--- src/rtl/cipher_stream_arbiter.sv ---
// cipher_stream_arbiter
// Shares one byte-stream cipher core between N_REQ requesters, one whole message per grant.
// Round-robin arbitration in IDLE, a one-cycle key load (LOAD), then the winner's bytes are
// streamed through the core (STREAM) and results are returned registered, one cycle later.
//
// Optional build macro: CIPHER_ARB_TIMEOUT_EN
//   When defined, a granted requester that stalls for IDLE_TIMEOUT consecutive STREAM cycles
//   loses the grant and receives an abort marker (rsp_last=1, rsp_data=0).
//   When undefined, the grant is held until the requester's last byte is transferred.

module cipher_stream_arbiter #(
    parameter int unsigned N_REQ        = 2,
    parameter int unsigned IDLE_TIMEOUT = 16
) (
    input  logic               clk,
    input  logic               reset_n,
    input  logic [N_REQ-1:0]   req_valid,
    input  logic [8*N_REQ-1:0] req_key,
    input  logic [8*N_REQ-1:0] req_data,
    input  logic [N_REQ-1:0]   req_last,
    output logic [N_REQ-1:0]   req_ready,
    output logic [N_REQ-1:0]   rsp_valid,
    output logic [7:0]         rsp_data,
    output logic               rsp_last,
    output logic               busy,
    output logic [2:0]         grant_id,
    output logic               cph_new_message,
    output logic [7:0]         cph_key,
    output logic               cph_valid_in,
    output logic [7:0]         cph_data_in,
    input  logic [7:0]         cph_data_out,
    input  logic               cph_valid_out
);

    // Elaboration-time guard on the supported configuration range.
    if (N_REQ < 2 || N_REQ > 8 || IDLE_TIMEOUT < 1) begin : g_param_check
        $error("cipher_stream_arbiter: N_REQ must be 2..8 and IDLE_TIMEOUT at least 1");
    end

    typedef enum logic [1:0] {
        StIdle,
        StLoad,
        StStream
    } state_e;

    state_e           state_q, state_d;
    logic [2:0]       rr_q, rr_d;
    logic [2:0]       grant_q, grant_d;
    logic [7:0]       key_q, key_d;
    logic [N_REQ-1:0] rsp_valid_q, rsp_valid_d;
    logic [7:0]       rsp_data_q, rsp_data_d;
    logic             rsp_last_q, rsp_last_d;

    // Arbitration results
    logic             win_valid;
    logic [2:0]       win_idx;
    logic [7:0]       win_key;
    logic             hi_found, lo_found;
    logic [2:0]       hi_idx, lo_idx;

    // Signals of the currently granted requester
    logic             sel_valid;
    logic [7:0]       sel_data;
    logic             sel_last;
    logic [N_REQ-1:0] grant_onehot;

    logic             in_stream;
    logic             xfer;
    logic             stall_expired;

    assign in_stream = (state_q == StStream);
    // The core sees exactly the granted requester's valid, so a transfer is a core input beat.
    assign xfer      = in_stream && sel_valid;

    // Round-robin pick: lowest requesting index at or above the pointer, else lowest overall.
    always_comb begin
        hi_found = 1'b0;
        hi_idx   = '0;
        lo_found = 1'b0;
        lo_idx   = '0;
        // Descending scan so the last hit is the lowest index.
        for (int i = N_REQ - 1; i >= 0; i--) begin
            if (req_valid[i]) begin
                lo_found = 1'b1;
                lo_idx   = 3'(i);
                if (3'(i) >= rr_q) begin
                    hi_found = 1'b1;
                    hi_idx   = 3'(i);
                end
            end
        end
        win_valid = lo_found;
        win_idx   = hi_found ? hi_idx : lo_idx;
    end

    // Mux out the granted requester's stream signals and the arbitration winner's key.
    always_comb begin
        sel_valid    = 1'b0;
        sel_data     = '0;
        sel_last     = 1'b0;
        grant_onehot = '0;
        win_key      = '0;
        for (int i = 0; i < N_REQ; i++) begin
            if (3'(i) == grant_q) begin
                sel_valid       = req_valid[i];
                sel_data        = req_data[8*i +: 8];
                sel_last        = req_last[i];
                grant_onehot[i] = 1'b1;
            end
            if (3'(i) == win_idx) begin
                win_key = req_key[8*i +: 8];
            end
        end
    end

`ifdef CIPHER_ARB_TIMEOUT_EN
    localparam int unsigned StallW = $clog2(IDLE_TIMEOUT + 1);

    logic [StallW-1:0] stall_q, stall_d;

    // Expiry fires on the cycle the counter would reach IDLE_TIMEOUT.
    assign stall_expired = in_stream && !xfer && (stall_q == StallW'(IDLE_TIMEOUT - 1));

    // Stall counter next state: counts idle STREAM cycles, cleared by any transfer.
    always_comb begin
        stall_d = '0;
        if (in_stream && !xfer && !stall_expired) begin
            stall_d = stall_q + 1'b1;
        end
    end

    // Stall counter register.
    always_ff @(posedge clk or negedge reset_n) begin
        if (!reset_n) begin
            stall_q <= '0;
        end else begin
            stall_q <= stall_d;
        end
    end
`else
    assign stall_expired = 1'b0;
`endif

    // FSM state and grant bookkeeping registers.
    always_ff @(posedge clk or negedge reset_n) begin
        if (!reset_n) begin
            state_q <= StIdle;
            rr_q    <= '0;
            grant_q <= '0;
            key_q   <= '0;
        end else begin
            state_q <= state_d;
            rr_q    <= rr_d;
            grant_q <= grant_d;
            key_q   <= key_d;
        end
    end

    // FSM next state: grant in IDLE, single LOAD cycle, STREAM until last byte (or abort).
    always_comb begin
        state_d = state_q;
        rr_d    = rr_q;
        grant_d = grant_q;
        key_d   = key_q;
        unique case (state_q)
            StIdle: begin
                if (win_valid) begin
                    grant_d = win_idx;
                    key_d   = win_key;
                    rr_d    = (win_idx == 3'(N_REQ - 1)) ? 3'd0 : win_idx + 3'd1;
                    state_d = StLoad;
                end
            end
            StLoad: begin
                state_d = StStream;
            end
            StStream: begin
                if ((xfer && sel_last) || stall_expired) begin
                    state_d = StIdle;
                end
            end
            default: begin
                state_d = StIdle;
            end
        endcase
    end

    // Response next state: one-cycle pulse for a core result or an abort marker.
    always_comb begin
        rsp_valid_d = '0;
        rsp_data_d  = '0;
        rsp_last_d  = 1'b0;
        if (xfer && cph_valid_out) begin
            rsp_valid_d = grant_onehot;
            rsp_data_d  = cph_data_out;
            rsp_last_d  = sel_last;
        end else if (stall_expired) begin
            rsp_valid_d = grant_onehot;
            rsp_last_d  = 1'b1;
        end
    end

    // Response registers.
    always_ff @(posedge clk or negedge reset_n) begin
        if (!reset_n) begin
            rsp_valid_q <= '0;
            rsp_data_q  <= '0;
            rsp_last_q  <= 1'b0;
        end else begin
            rsp_valid_q <= rsp_valid_d;
            rsp_data_q  <= rsp_data_d;
            rsp_last_q  <= rsp_last_d;
        end
    end

    // FSM outputs toward requesters and the cipher core.
    always_comb begin
        cph_new_message = (state_q == StLoad);
        cph_key         = key_q;
        req_ready       = in_stream ? grant_onehot : '0;
        cph_valid_in    = in_stream && sel_valid;
        cph_data_in     = in_stream ? sel_data : 8'h00;
        busy            = (state_q != StIdle);
        grant_id        = grant_q;
        rsp_valid       = rsp_valid_q;
        rsp_data        = rsp_data_q;
        rsp_last        = rsp_last_q;
    end

endmodule

--- config.mk ---
export PLATFORM = sky130hd
export DESIGN_NAME = cipher_stream_arbiter
export DESIGN_NICKNAME = d
export VERILOG_FILES = /design/src/rtl/cipher_stream_arbiter.sv
export SDC_FILE = /design/constraint.sdc
export NUM_CORES = 1
export LEC_CHECK = 0
export ABC_AREA = 1
export CELL_PAD_IN_SITES_DETAIL_PLACEMENT = 2
export CELL_PAD_IN_SITES_GLOBAL_PLACEMENT = 2
export CORE_ASPECT_RATIO = 0.6
export CORE_MARGIN = 3
export CORE_UTILIZATION = 18
export DETAILED_ROUTE_END_ITERATION = 8
export HOLD_SLACK_MARGIN = 0.06
export PLACE_DENSITY = 0.81
export SLEW_MARGIN = 30
export SYNTH_ARGS = -nofsm -noshare
export SYNTH_HDL_FRONTEND = slang
export SYNTH_SLANG_ARGS = --single-unit
--- constraint.sdc ---
create_clock -name clk -period 3 [get_ports clk]
set_input_delay 0.45 -clock clk [delete_from_list [all_inputs] [get_ports clk]]
set_output_delay 0.45 -clock clk [all_outputs]
set_load 0.01 [all_outputs]
# Word level (Yosys, flattened, before mapping)
# Cells that the tools add are included.
# classes
add_sub_neg,1
n_lt_le_gt_ge,2
n_eq_ne,7
n_mux,32
reduce_logical,9
# ops
operator,n
$mux W8,6
$mux W1,16
$mux W3,5
$mux W2,4
$eq A1 B3 Y1 const A,2
$ge A1 B3 Y1 const A,2
$logic_not A3 Y1,2
$pmux W2 S3,1
$reduce_and A2 Y1,2
$add A3 B1 Y3 const B,1
$eq A3 B1 Y1 const B,1
$logic_and A1 B1 Y1,3
$eq A2 B1 Y1 const B,1
$eq A2 B2 Y1 const B,1
$logic_not A2 Y1,1
$ne A2 B1 Y1 const B,1
$ne A2 B2 Y1 const B,1
$reduce_bool A2 Y1,1
# word_totals
ff_bits,27
inputBits,47
output_inout_bits,35
wordCells,58

# Longest topological paths before layout
# Gate-level depths: netlist of the first run.
# logic_depth
word_depth,9
ltp_mapped,6
depth_no_buf,6

# Worst setup path before layout of the first run
# Ideal clock, no wire load.
# synth_timing
path_type,reg-to-output
start,register grant_q[0] (netlist: grant_id[0])
end,output cph_data_in[0]
arrival_ns,0.928
t_required_ns,2.550
setup_slack_ns,1.622
path_stages_with_launch,6
n_path_buf,0
cell_sequence,dfrtp_1 > inv_1 > nand2_1 > inv_2 > nand2_1 > nand2_1
# synth_between
elab_chain_len,4
word_cells_on_any_way,5
cone_classes,eq/ne (1); mux (3); reduce/logical (1)
# synth_lines
item,line_no,text
"start, declared",48,"logic [2:0] grant_q, grant_d;"
"start signal, assigned",154,grant_q <= grant_d;
$logic_not A3 Y1,104,if (3'(i) == grant_q) begin
$mux W8,104,
$mux W8 (*),104,
$mux W8 (*),222,cph_data_in = in_stream ? sel_data : 8'h00;
"end, declared",30,"output logic [7:0] cph_data_in,"
# Mark *: on every way between the ends. The rest lies on a longest branch, timed or not.

# Worst setup path in the final report of the first run
# layout_timing
start,register state_q[0]
end,output cph_data_in[6]
# layout_between
elab_chain_len,2
# layout_lines
item,line_no,text
"start, declared",46,"state_e state_q, state_d;"
"start signal, assigned",147,state_q <= StIdle;
"start signal, assigned",152,state_q <= state_d;
$eq A2 B2 Y1,71,assign in_stream = (state_q == StStream);
$mux W8,222,
# No other way between the ends.

==> results.tsv, run 1 <==
metric	value	unit
RSZ-0062 raised after global routing	false	
clock tree root buffer cell	clkbuf_8	
FF-to-FF Start	state_q[0]	
hold path endpoint	cph_key[5]	
die width	110	microns
die area	7590	sq um
Clock Sinks	23	
Netlist cell types	16	
fin crit share	75.3	%
Reg2Reg Depth	6	
worst hold stages	2	
vias in the first global route	1403	
number of vias per cell	3.94	
pre-CTS setup slack	0.766	ns
CTS H-tree lvls	1	
I/O pins	82	
drt drc	0	
Worst setup EP type	output pin	
GPL Wtd Cong	0.743	
crit-path max FO	9	
drt pass-1 iters	2	
postcts setup bufs	0	
r2r endpoint	cph_key[2]	
most common cell type on the critical path	nand2_1	
R2R Setup Slk	1.71	ns
flops & latches, synth	23	
CP Depth	6	
Max Clk Rate	443	MHz
# hold bufs at CTS	0	
Rows	22	
initial antenna violation count	0	
run status	finished clean	
vias	1286	
crit start category	flop	
DRT iter0 DRCs	32	
layout cells sized above 1	7.02	%
WS Path Type	flop to output pin	
largest vdd supply drop	0.000205	V
Final Max Tran Viols	0	
# diodes	0	
Final min period	2.26	ns
cts repair resizes	0	
CP max-delay cell	clkdlybuf4s50_1	
die height	68.7	microns
Syn Inst Count	161	
Core Area	6220	sq um
final hold vios	0	
max-cap viol count	0	
worst hold start	cph_key[5]	
initial core utilization	18.9	%
setup TNS	0	ns
largest net degree at the start of global routing	24	
max incr delay on CP	0.54	ns
clock tree buffer depth	2	
crit path DAT	1.81	ns
Filler cells	740	
Warnings, synthesis	0	
GR Overflow Total	0	
HP Class	flop to flop	
final WL	4.33	mm
CP cell instances	nor2_4 > nand2_1 > inv_2 > nand2_1 > nand2_1 > clkdlybuf4s50_1	
mean post-synth cell area	7.32	sq um
overall routing resource usage	11.7	%
CTS tree	done	
CP delay by family, top	buffers and inverters	
synthesized area	1180	sq um
sequential fraction of the synthesis area	48.8	%
Num CTS Buffers	3	
worst-skew pair later-pin latency	0.27	ns
pwr dens	715	nW/um^2
HPWL after DPL	3.62	mm
area grow syn2layout	77.9	%
endpoints failing setup	0	
clock slew at reported path FFs	0.08	ns
first-pass GRT wire length	7.03	mm
drt wl/cell	13.3	microns
count of buffers from port buffering	79	
critical path buffer and inverter count	2	
Worst EP required	2.55	ns
Leak Pwr	0.00106	uW
Final #Nets	290	
fin worst setup slack	0.742	ns
Final Skew	0.00734	ns
post-route ant nets	0	
==> cell usage after synthesis <==
| cell type | number | share of area [%] |
|---|---|---|
| buf_4 | 3 | 1.9 |
| nand3_1 | 17 | 7.2 |
| a21oi_1 | 1 | 0.42 |
| inv_2 | 5 | 1.6 |
| o21ai_1 | 1 | 0.42 |
| dfrtp_1 | 23 | 49 |
| o22ai_1 | 1 | 0.53 |
| inv_1 | 29 | 9.2 |
| buf_6 | 2 | 1.9 |
| nand2_2 | 3 | 1.6 |
| nor2_4 | 2 | 1.9 |
| o21a_1 | 1 | 0.64 |
| nand3_2 | 1 | 0.85 |
| nand2_1 | 59 | 19 |
| nor2_1 | 12 | 3.8 |
| conb_1 | 1 | 0.32 |
==> report_power, final <==
part / internal, uW / total, uW / switching (uW) / leakage [uW]
combinational: 410 / 832 / 422 / 0.000736
clock: 93.9 / 196 / 102 / 0.0000217
sequential: 407 / 473 / 65.3 / 0.000298
==> kinds of logic (layout without fill, tap and decap cells) <==
family          Yosys count  count (layout)  synth area share, %
compound gates            4               4                 2.02
buf+inv                  39             119                 14.6
flops                    23              23                 48.8
other cells               1               2                0.318
simple gates             94              94                 34.2
==> metal layers <==
metal  vias to the layer above  track usage [%]  wire [microns]
met2                        40             20.8            2090
li1                        629                -               -
met5                         -                0               0
met4                         0             1.08               0
met1                       617             14.5            1930
met3                         0             4.18             309
==> cell usage in the layout, fill, tap and decap left out, drive strengths merged <==
cell type | Yosys | layout
a21oi | 1 | 1
buf | 5 | 2
clkbuf | 0 | 3
clkdlybuf4s50 | 0 | 79
clkinvlp | 0 | 1
conb | 1 | 2
dfrtp | 23 | 23
inv | 34 | 34
nand2 | 62 | 62
nand3 | 18 | 18
nor2 | 14 | 14
o21a | 1 | 1
o21ai | 1 | 1
o22ai | 1 | 1
==> cell type report <==
type / count / area (sq um) / share of cell area (%)
Timing Repair Buffer: 81 / 806 / 38.4
Sequential cell: 23 / 576 / 27.4
Tap cell: 84 / 105 / 5.01
Clock buffer: 3 / 41.3 / 1.97
Inverter: 34 / 128 / 6.09
Multi-Input combinational cell: 100 / 434 / 20.7
Clock inverter: 1 / 7.51 / 0.358
==> how the worst max path moves through the flow <==
stage / slack (ns) / endpoint / from
floorplan: 1.62 / cph_data_in[0] / grant_id[0]
global placement: 0.85 / cph_valid_in / req_valid[0]
detailed placement: 0.77 / cph_valid_in / req_valid[0]
CTS: 0.69 / cph_data_in[6] / state_q[0]
global route: 0.58 / cph_data_in[4] / state_q[0]
finish: 0.74 / cph_data_in[6] / state_q[0]
==> state kept, by name, summed over array words and instances (netlist names) <==
| name | count |
|---|---|
| rr_q | 1 |
| grant_id | 1 |
| rsp_data | 8 |
| cph_key | 8 |
| rsp_valid | 2 |
| state_q | 2 |
| rsp_last | 1 |
==> stage by stage <==
stage / cells / instance area (sq um) / total power (uW) / util [%] / hold slack [ns]
2_1_floorplan: 162 / 1180 / 869 / - / 0.154
3_3_place_gp: 322 / 2050 / 1310 / 32.9 / 0.470
5_1_grt: 326 / 2100 / 1640 / 33.7 / 0.530
6_report: 326 / 2100 / 1500 / 33.7 / 0.487
3_5_place_dp: 322 / 2050 / 1330 / 32.9 / 0.482
4_1_cts: 326 / 2100 / 1540 / 33.7 / 0.503
==> worst register-to-register path: stages (launching register included) <==
cell	delay (ns)
dfrtp_1	0.43
inv_2	0.08
nand2_2	0.07
nor2_4	0.29
inv_2	0.17
nand2_1	0.10
nand2_1	0.06
Power figures use the tool's default switching activity.
==> run 2: changes to the inputs <==
--- a/config.mk
+++ b/config.mk
@@ -10,10 +10,10 @@
 export CELL_PAD_IN_SITES_GLOBAL_PLACEMENT = 2
 export CORE_ASPECT_RATIO = 0.6
 export CORE_MARGIN = 3
-export CORE_UTILIZATION = 18
+export CORE_UTILIZATION = 15
 export DETAILED_ROUTE_END_ITERATION = 8
 export HOLD_SLACK_MARGIN = 0.06
-export PLACE_DENSITY = 0.81
+export PLACE_DENSITY = 0.72
 export SLEW_MARGIN = 30
 export SYNTH_ARGS = -nofsm -noshare
 export SYNTH_HDL_FRONTEND = slang
==> constraint.sdc (replaced) <==
create_clock -name clk -period 2 [get_ports clk]
set_input_delay 0.3 -clock clk [delete_from_list [all_inputs] [get_ports clk]]
set_output_delay 0.3 -clock clk [all_outputs]
set_load 0.01 [all_outputs]
==> results.tsv, run 2 (same netlist as run 1, synthesis figures left out) <==
metric	value	unit	change
non-filler cells, final	351		was 326
final hold vios	0		unchanged
Clock Sinks	23		unchanged
Cell Count Post-Placement	345		was 322
Leak Pwr	0.00118	uW	was 0.00106 uW
crit path DAT	1.55	ns	was 1.81 ns
crit-path max FO	9		unchanged
run status	finished clean		unchanged
vias	1295		was 1286
r2r endpoint	rsp_last		was cph_key[2]
crit start category	flop		unchanged
FF-to-FF Start	grant_id[0]		was state_q[0]
layout cells sized above 1	9.72	%	was 7.02%
drt wl/cell	12.4	microns	was 13.3 microns
CTS tree	done		unchanged
drt pass-1 iters	2		unchanged
I/O pins	82		unchanged
area grow syn2layout	87.5	%	was 77.9%
RSZ-0062 raised after global routing	false		unchanged
# diodes	0		unchanged
die height	74.7	microns	was 68.7 microns
die area	8990	sq um	was 7590 sq um
Tot Pwr	2430	uW	was 1500 uW
vias in the first global route	1403		unchanged
overall routing resource usage	9.87	%	was 11.7%
pre-CTS setup slack	0.109	ns	was 0.766 ns
fin crit share	92.4	%	
GR Overflow Total	0		unchanged
Final min period	1.85	ns	
die width	120	microns	was 110 microns
Layout Utilization	29.7	%	was 33.7%
largest net degree at the start of global routing	24		unchanged
clock tree buffer depth	2		unchanged
CTS H-tree lvls	1		unchanged
Rows	24		was 22
number of vias per cell	3.69		was 3.94
# hold bufs at CTS	0		unchanged
HPWL after DPL	3.68	mm	was 3.62 mm
count of buffers from port buffering	79		unchanged
Final #Nets	295		was 290
HP Class	primary input to async pin		was flop to flop
Num CTS Buffers	3		unchanged
Core Area	7450	sq um	was 6220 sq um
clock tree root buffer cell	clkbuf_16		was clkbuf_8
final WL	4.36	mm	was 4.33 mm
fin worst setup slack	0.152	ns	was 0.742 ns
setup TNS	0	ns	unchanged
GPL Wtd Cong	0.664		was 0.743
pwr dens	1100	nW/um^2	was 715 nW/um^2
clock slew at reported path FFs	0.06	ns	was 0.08 ns
Final Max Tran Viols	0		unchanged
Final Skew	0.00159	ns	was 0.00734 ns
first-pass GRT wire length	6.98	mm	was 7.03 mm
largest vdd supply drop	0.000420	V	was 0.000205 V
R2R Setup Slk	0.73	ns	was 1.71 ns
initial core utilization	15.8	%	was 18.9%
endpoints failing setup	0		unchanged
post-route ant nets	0		unchanged
commonest non-fill, non-tap cell in the layout	clkdlybuf4s50_1		unchanged
most frequent cells in the layout	clkdlybuf4s50_1, nand2_1, inv_1, dfrtp_1, nand3_1		unchanged
DRT iter0 DRCs	13		was 32
Max Clk Rate	541	MHz	
Reg2Reg Depth	6		unchanged
worst-skew pair later-pin latency	0.25	ns	was 0.27 ns
max-cap viol count	0		unchanged
initial antenna violation count	0		unchanged
Worst EP required	1.70	ns	was 2.55 ns
drt drc	0		unchanged
WS Path Type	flop to output pin		unchanged
Worst setup EP type	output pin		unchanged
==> run 2: metal layers <==
metal	wire length [microns]	track usage (%)	part of all wire, %	vias to the layer above
met5	0	0	0	-
met3	337	3.53	7.7	0
li1	-	-	-	637
met2	2040	17.1	47	46
met1	1980	12.5	45	612
met4	0	1.13	0	0
==> run 2: cell type report <==
| class | count | area [sq um] |
|---|---|---|
| fillers | 895 | 5240 |
| well taps | 104 | 130 |
| multi-input cells | 100 | 439 |
| inverters | 34 | 138 |
| repair buffers | 86 | 847 |
| flip-flops and latches | 23 | 577 |
| clock buffers | 4 | 78.8 |
==> run 2: power breakdown <==
part / switching (uW) / internal [uW]
Sequential: 100 / 615
Combinational: 665 / 636
Clock: 147 / 271
==> run 2: how the worst max path moves through the flow <==
stage,slack (ns),to,start
final,0.15,req_ready[1],state_q[1]
after global routing,0.06,req_ready[1],state_q[1]
after CTS,0.006,cph_data_in[2],state_q[1]
after detailed placement,0.11,cph_data_in[0],state_q[0]
after global placement,0.18,cph_valid_in,req_valid[1]
after floorplan,0.77,cph_data_in[0],grant_id[0]
==> run 2: worst max-delay path, cell delays in order (launching register included) <==
cell             delay [ns]
dfrtp_1                0.36
inv_2                  0.06
nor2_4                 0.14
nand2_2                0.10
clkinv_4               0.09
clkdlybuf4s50_1        0.55
==> run 2: what timing repair did <==
item                                    CTS  global route
resized for setup                        10             6
buffers inserted                          2             0
endpoints found under the setup margin   10             4
pin swaps                                 1             0
==> run 2: metrics by stage <==
stage / hold slack, ns / instance area [sq um]
after floorplan: 0.00441 / 1180
after CTS: 0.420 / 2190
after global routing: 0.445 / 2210
after detailed placement: 0.481 / 2100
final: 0.404 / 2210
after global placement: 0.468 / 2100
==> run 3: changes to the inputs <==
--- a/config.mk
+++ b/config.mk
@@ -12,7 +12,7 @@
 export CORE_MARGIN = 3
 export CORE_UTILIZATION = 15
 export DETAILED_ROUTE_END_ITERATION = 8
-export HOLD_SLACK_MARGIN = 0.06
+export HOLD_SLACK_MARGIN = 0.02
 export PLACE_DENSITY = 0.72
 export SLEW_MARGIN = 30
 export SYNTH_ARGS = -nofsm -noshare
==> results of run 3 <==
The final DEF is identical to that of run 2; final timing and power are the same.
